## config.mk

```make
export PLATFORM = sky130hd
export DESIGN_NAME = adc_readout_ctrl
export DESIGN_NICKNAME = d
export VERILOG_FILES = /design/src/rtl/adc_readout_ctrl.sv
export SDC_FILE = /design/constraint.sdc
export NUM_CORES = 1
export LEC_CHECK = 0
export CAP_MARGIN = 20
export CORE_ASPECT_RATIO = 0.5
export CORE_UTILIZATION = 53
export CTS_CLUSTER_DIAMETER = 150
export DETAILED_ROUTE_END_ITERATION = 10
export GPL_ROUTABILITY_DRIVEN = 0
export PLACE_DENSITY = 0.85
export SLEW_MARGIN = 20
export SYNTH_ARGS = -nofsm -noshare
export SYNTH_HDL_FRONTEND = slang
export SYNTH_SLANG_ARGS = --single-unit
```

## constraint.sdc

```tcl
create_clock -name clk -period 3.1 [get_ports clk]
set_input_delay 0.62 -clock clk [delete_from_list [all_inputs] [get_ports clk]]
set_output_delay 0.62 -clock clk [all_outputs]
set_load 0.02 [all_outputs]
```

## src/rtl/adc_readout_ctrl.sv

```systemverilog
// rtl/adc_readout_ctrl.sv - ADC acquisition sequencer: arms capture, tracks ping-pong banks, streams bank bytes.
// Defining ADC_READOUT_HEADER_EN prefixes every frame with 0xA5 and a status byte.
module adc_readout_ctrl #(
  parameter int FRAME_BYTES = 256,
  parameter int ADDR_W      = 8,
  parameter int CNT_W       = 16
) (
  input  logic              clk,
  input  logic              res,
  input  logic              arm,
  input  logic              stop,
  input  logic              continuous,
  input  logic [2:0]        rate_in,
  output logic [2:0]        rate,
  output logic              start_pulse,
  input  logic              write_done,
  output logic              read_bank,
  output logic [ADDR_W-1:0] read_addr,
  input  logic [7:0]        dout,
  output logic [7:0]        tx_data,
  output logic              tx_valid,
  input  logic              tx_ready,
  output logic              busy,
  output logic              overrun,
  output logic [CNT_W-1:0]  frame_cnt
);

  typedef enum logic [3:0] {
    IDLE,
    START,
    WAIT_FILL,
    RD_ADDR,
    RD_CAP,
    SEND,
    NEXT
`ifdef ADC_READOUT_HEADER_EN
    ,
    HDR0,
    HDR1
`endif
  } state_t;

`ifdef ADC_READOUT_HEADER_EN
  localparam state_t FIRST_RD = HDR0;
`else
  localparam state_t FIRST_RD = RD_ADDR;
`endif

  localparam logic [ADDR_W-1:0] LAST_ADDR = ADDR_W'(FRAME_BYTES - 1);

  state_t            state, state_nxt;
  logic [2:0]        rate_nxt;
  logic              read_bank_nxt;
  logic [ADDR_W-1:0] read_addr_nxt;
  logic [7:0]        tx_data_nxt;
  logic              tx_valid_nxt;
  logic              overrun_nxt;
  logic [CNT_W-1:0]  frame_cnt_nxt;
  logic              wr_bank, wr_bank_nxt;
  logic              pending, pending_nxt;
  logic              stop_req, stop_req_nxt;

  assign busy        = (state != IDLE);
  assign start_pulse = (state == START);

  always_ff @(posedge clk or negedge res) begin
    if (!res) begin
      state     <= IDLE;
      rate      <= '0;
      read_bank <= 1'b0;
      read_addr <= '0;
      tx_data   <= '0;
      tx_valid  <= 1'b0;
      overrun   <= 1'b0;
      frame_cnt <= '0;
      wr_bank   <= 1'b0;
      pending   <= 1'b0;
      stop_req  <= 1'b0;
    end else begin
      state     <= state_nxt;
      rate      <= rate_nxt;
      read_bank <= read_bank_nxt;
      read_addr <= read_addr_nxt;
      tx_data   <= tx_data_nxt;
      tx_valid  <= tx_valid_nxt;
      overrun   <= overrun_nxt;
      frame_cnt <= frame_cnt_nxt;
      wr_bank   <= wr_bank_nxt;
      pending   <= pending_nxt;
      stop_req  <= stop_req_nxt;
    end
  end

  always_comb begin
    state_nxt     = state;
    rate_nxt      = rate;
    read_bank_nxt = read_bank;
    read_addr_nxt = read_addr;
    tx_data_nxt   = tx_data;
    tx_valid_nxt  = tx_valid;
    overrun_nxt   = overrun;
    frame_cnt_nxt = frame_cnt;
    wr_bank_nxt   = wr_bank;
    pending_nxt   = pending;
    stop_req_nxt  = stop_req;

    // A bank completing while we are still reading: queue one, drop later ones (keep oldest).
    if (write_done && state != IDLE && state != WAIT_FILL && state != NEXT) begin
      if (!pending) begin
        pending_nxt = 1'b1;
        wr_bank_nxt = ~wr_bank;
      end else begin
        overrun_nxt = 1'b1;
      end
    end

    if (stop && state != IDLE && state != WAIT_FILL)
      stop_req_nxt = 1'b1;

    case (state)
      IDLE: begin
        stop_req_nxt = 1'b0;
        if (arm) begin
          rate_nxt      = rate_in;
          overrun_nxt   = 1'b0;
          frame_cnt_nxt = '0;
          pending_nxt   = 1'b0;
          wr_bank_nxt   = 1'b0;
          state_nxt     = START;
        end
      end

      START: state_nxt = WAIT_FILL;

      WAIT_FILL: begin
        if (stop || stop_req) begin
          state_nxt = IDLE;
        end else if (write_done) begin
          read_bank_nxt = wr_bank;
          wr_bank_nxt   = ~wr_bank;
          read_addr_nxt = '0;
          state_nxt     = FIRST_RD;
        end
      end

      RD_ADDR: state_nxt = RD_CAP;

      RD_CAP: begin
        tx_data_nxt  = dout;
        tx_valid_nxt = 1'b1;
        state_nxt    = SEND;
      end

      SEND: begin
        if (tx_ready) begin
          tx_valid_nxt = 1'b0;
          if (read_addr == LAST_ADDR) begin
            frame_cnt_nxt = frame_cnt + CNT_W'(1);
            state_nxt     = NEXT;
          end else begin
            read_addr_nxt = read_addr + ADDR_W'(1);
            state_nxt     = RD_ADDR;
          end
        end
      end

      NEXT: begin
        if (stop || stop_req || !continuous) begin
          state_nxt = IDLE;
        end else if (pending) begin
          // The queued bank is the one not just read; a fresh bank-full re-queues.
          read_bank_nxt = ~read_bank;
          read_addr_nxt = '0;
          pending_nxt   = write_done;
          if (write_done)
            wr_bank_nxt = ~wr_bank;
          state_nxt = FIRST_RD;
        end else if (write_done) begin
          read_bank_nxt = wr_bank;
          wr_bank_nxt   = ~wr_bank;
          read_addr_nxt = '0;
          state_nxt     = FIRST_RD;
        end else begin
          state_nxt = WAIT_FILL;
        end
      end

`ifdef ADC_READOUT_HEADER_EN
      HDR0: begin
        if (!tx_valid) begin
          tx_data_nxt  = 8'hA5;
          tx_valid_nxt = 1'b1;
        end else if (tx_ready) begin
          tx_valid_nxt = 1'b0;
          state_nxt    = HDR1;
        end
      end

      HDR1: begin
        if (!tx_valid) begin
          tx_data_nxt  = {overrun, read_bank, frame_cnt[5:0]};
          tx_valid_nxt = 1'b1;
        end else if (tx_ready) begin
          tx_valid_nxt = 1'b0;
          state_nxt    = RD_ADDR;
        end
      end
`endif

      default: state_nxt = IDLE;
    endcase
  end

endmodule

```

==> impl_results.md <==
* Clk buf depth at 2
* Cell Area, Synth at 0.00229 mm^2
* Worst Skew at 6.89 ps
* Worst EP required at 2480 ps
* Die Width at 95.0 um
* WL final at 4940 um
* Area after DPL at 0.00288 mm^2
* CP arrival at 1960 ps
* Num ports at 58
* Initial Util at 0.570
* CTS tree: done
* Gate power share at 0.438
* Most used DFF post-synth: dfrtp_1
* Post-Syn Nets at 238
* Flop2flop setup slack at 780 ps
* Routed length per instance at 15.0 um
* Clock-pin transition on the worst setup and hold timing paths at 90 ps
* Placed Cells incl. Taps at 321
* Hold Path Class: input port to asynchronous set/reset pin
* Final Hold Fails at 0
* Placeable Area at 0.00402 mm^2
* CP bufs+invs at 1
* Total grt overflow at 0
* Share of layout cells above drive strength 1 at 0.127
* Yosys cell types at 49
* Count of pins over their slew limit at 0
* Synth warn at 0
* Synth area leaders: dfrtp_1 48%, mux2_2 5.4%, xnor2_1 5.0%
* Vias per std cell at 5.78
* Post-route setup TNS at 0 ps
* Crit path kind: flop to output port
* Number of CTS-inserted buffers at 5
* Post_cts resized at 0
* 1st-pass router iterations at 4
* Non-filler cells, final at 329
* Largest net degree at the start of global routing at 45
* Floorplan row count at 16
* Worst Max-Slew Pin Slew at 675 ps
* Sw Share at 0.381
* Fmax at 388 MHz
* Seq cells post-synth at 44
* Fraction of registers with async set/reset at 1.00
* Leakage at 1.19 nW
* Outcome: finished clean
* Vias in the first global route at 1886
* Largest area contributor in the netlist: dfrtp_1
* EDFF count, synth at 0
* CP max FO at 21
* Net Switching at 0.000942 W
* Antenna diodes at 0
* Avg Inst Size Synth at 10.5 um^2
* Pint at 0.00153 W
* Worst Setup End Kind: output port
* Number of port buffers at 57
* Via Count at 1901
* Yosys top cell area share at 0.480
* CP max stage cell: dfrtp_1
* Residual DRC at 0
* Die Y at 48.5 um
* Cell count after synthesis at 218
* Register area share after synthesis at 0.480
* Final Cycle Share at 0.831
* Final Cell Area at 0.00300 mm^2
* Slew headroom at 0.550
* Max-cap viol count at 0
* Fin crit period at 2580 ps
* Clock sink count at 44
* Clock share of power at 0.175
* Peak supply drop at 0.460 mV
* Die ar. at 0.00461 mm^2
* GR Util All Layers at 0.245
* Clock Latency Late Sink at 290 ps
* Hpwl dp at 3420 um
* Setup bufs post-CTS at 0
* CTS H-tree depth at 2
* Hold_ws at 312 ps
* Final setup viols at 0
* Synthesis-to-finish area growth at 30.7%
* Startpoint types: flop
* CTS Hold Bufs at 0
* Antenna Nets Post-Route at 0
* Initial antenna violation count at 0
* Initial drt markers at 85
* Kind of cell adding the most delay to the critical path: flip-flops
* Filler cell count at 277
* CP peak stage delay at 780 ps
* RSZ-0062 raised after global routing: no
* CP Cell Sequence: nor3b_1, clkdlybuf4s50_1
* Nets@finish at 294
* First-pass GRT wire length at 8760 um
* Post-layout util at 0.745
* PD cells at 824 mW/mm^2
* Register share of total power at 0.387
* CTS Root Cell: clkbuf_8
-- metrics by stage --
stage	power, W	setup slack (ps)
6_report	0.00247	524
5_1_grt	0.00262	409
4_1_cts	0.00249	519
3_5_place_dp	0.00205	622
3_3_place_gp	0.00201	648
2_1_floorplan	0.00162	1150
-- placed cells by master, fill, tap and decap left out, types with 6 or more instances in the layout --
| cell type | n |
|---|---|
| o21ai_0 | 12 |
| nand2_1 | 16 |
| dfrtp_1 | 44 |
| nor3_1 | 8 |
| nand3_1 | 10 |
| clkdlybuf4s50_1 | 56 |
| mux2_2 | 11 |
| xnor2_1 | 13 |
| o31ai_1 | 8 |
| nor2b_1 | 6 |
| nor2_1 | 19 |
-- cell families (layout without fill, tap and decap cells) --
logic type      after synthesis  in the layout  share of synthesized area
simple gates                 91             91                      0.231
compound gates               45             45                      0.146
flops                        44             44                      0.480
xor+xnor                     13             13                     0.0497
buf+inv                      12             69                     0.0284
mux                          11             11                     0.0540
fa+ha+maj                     2              2                     0.0109
-- power groups by stage --
stage	logic, W	registers (W)	clock network [W]
floorplan	0.000593	0.00103	0
global placement	0.00106	0.000951	0
detailed placement	0.00108	0.000965	0
CTS	0.00109	0.000954	0.000444
global route	0.00116	0.000992	0.000467
finish	0.00108	0.000955	0.000432
-- sequential cells by signal, summed over array words and instances (netlist names), 3 cells and up --
name	flops
rate	3
read_addr	8
frame_cnt	16
state	3
tx_data	8
-- synth_stat cells (2+ instances only) --
| cell type | n |
|---|---|
| and2_1 | 3 |
| inv_1 | 2 |
| nand4_1 | 4 |
| a31oi_1 | 2 |
| o21ai_0 | 12 |
| clkbuf_1 | 2 |
| o22ai_1 | 2 |
| ha_1 | 2 |
| buf_2 | 4 |
| nor3b_1 | 2 |
| a21o_1 | 5 |
| o21a_1 | 3 |
| xnor2_1 | 13 |
| nand2_1 | 16 |
| nor2b_1 | 6 |
| mux2_2 | 11 |
| dfrtp_1 | 44 |
| and3_1 | 3 |
| nand3_1 | 10 |
| nor2_1 | 19 |
| buf_4 | 2 |
| nor4_1 | 3 |
| a211o_1 | 2 |
| o31ai_1 | 8 |
| or3_1 | 3 |
| a21oi_1 | 5 |
| nor3_1 | 8 |
-- metal layers --
metal,part of all wire,GRT usage
met5,0,0
met4,0.0081,0.0606
met3,0.033,0.0472
met2,0.49,0.399
met1,0.47,0.340
-- layout make-up --
type,count,area [um^2],share of cell area
repair buffers,59,583,0.195
inverters,2,7.51,0.00251
clock buffers,5,68.8,0.0230
well taps,54,67.6,0.0225
multi-input cells,162,1130,0.376
clock inverters,3,42.5,0.0142
flip-flops and latches,44,1100,0.367
-- final timing paths --
check	startpoint	end	cells after the start
min in group clk	tx_valid$_DFFE_PN0P_	tx_valid$_DFFE_PN0P_	1
setup / recovery	state[0]$_DFFE_PN0P_	start_pulse	2
hold reg to reg	tx_valid$_DFFE_PN0P_	tx_valid$_DFFE_PN0P_	1
max in group asynchronous	res	state[2]$_DFFE_PN0P_	1
setup reg to reg	state[2]$_DFFE_PN0P_	read_addr[6]$_DFFE_PN0P_	6
hold / removal	res	frame_cnt[12]$_DFFE_PN0P_	1
(Power assumes the default switching activity.)
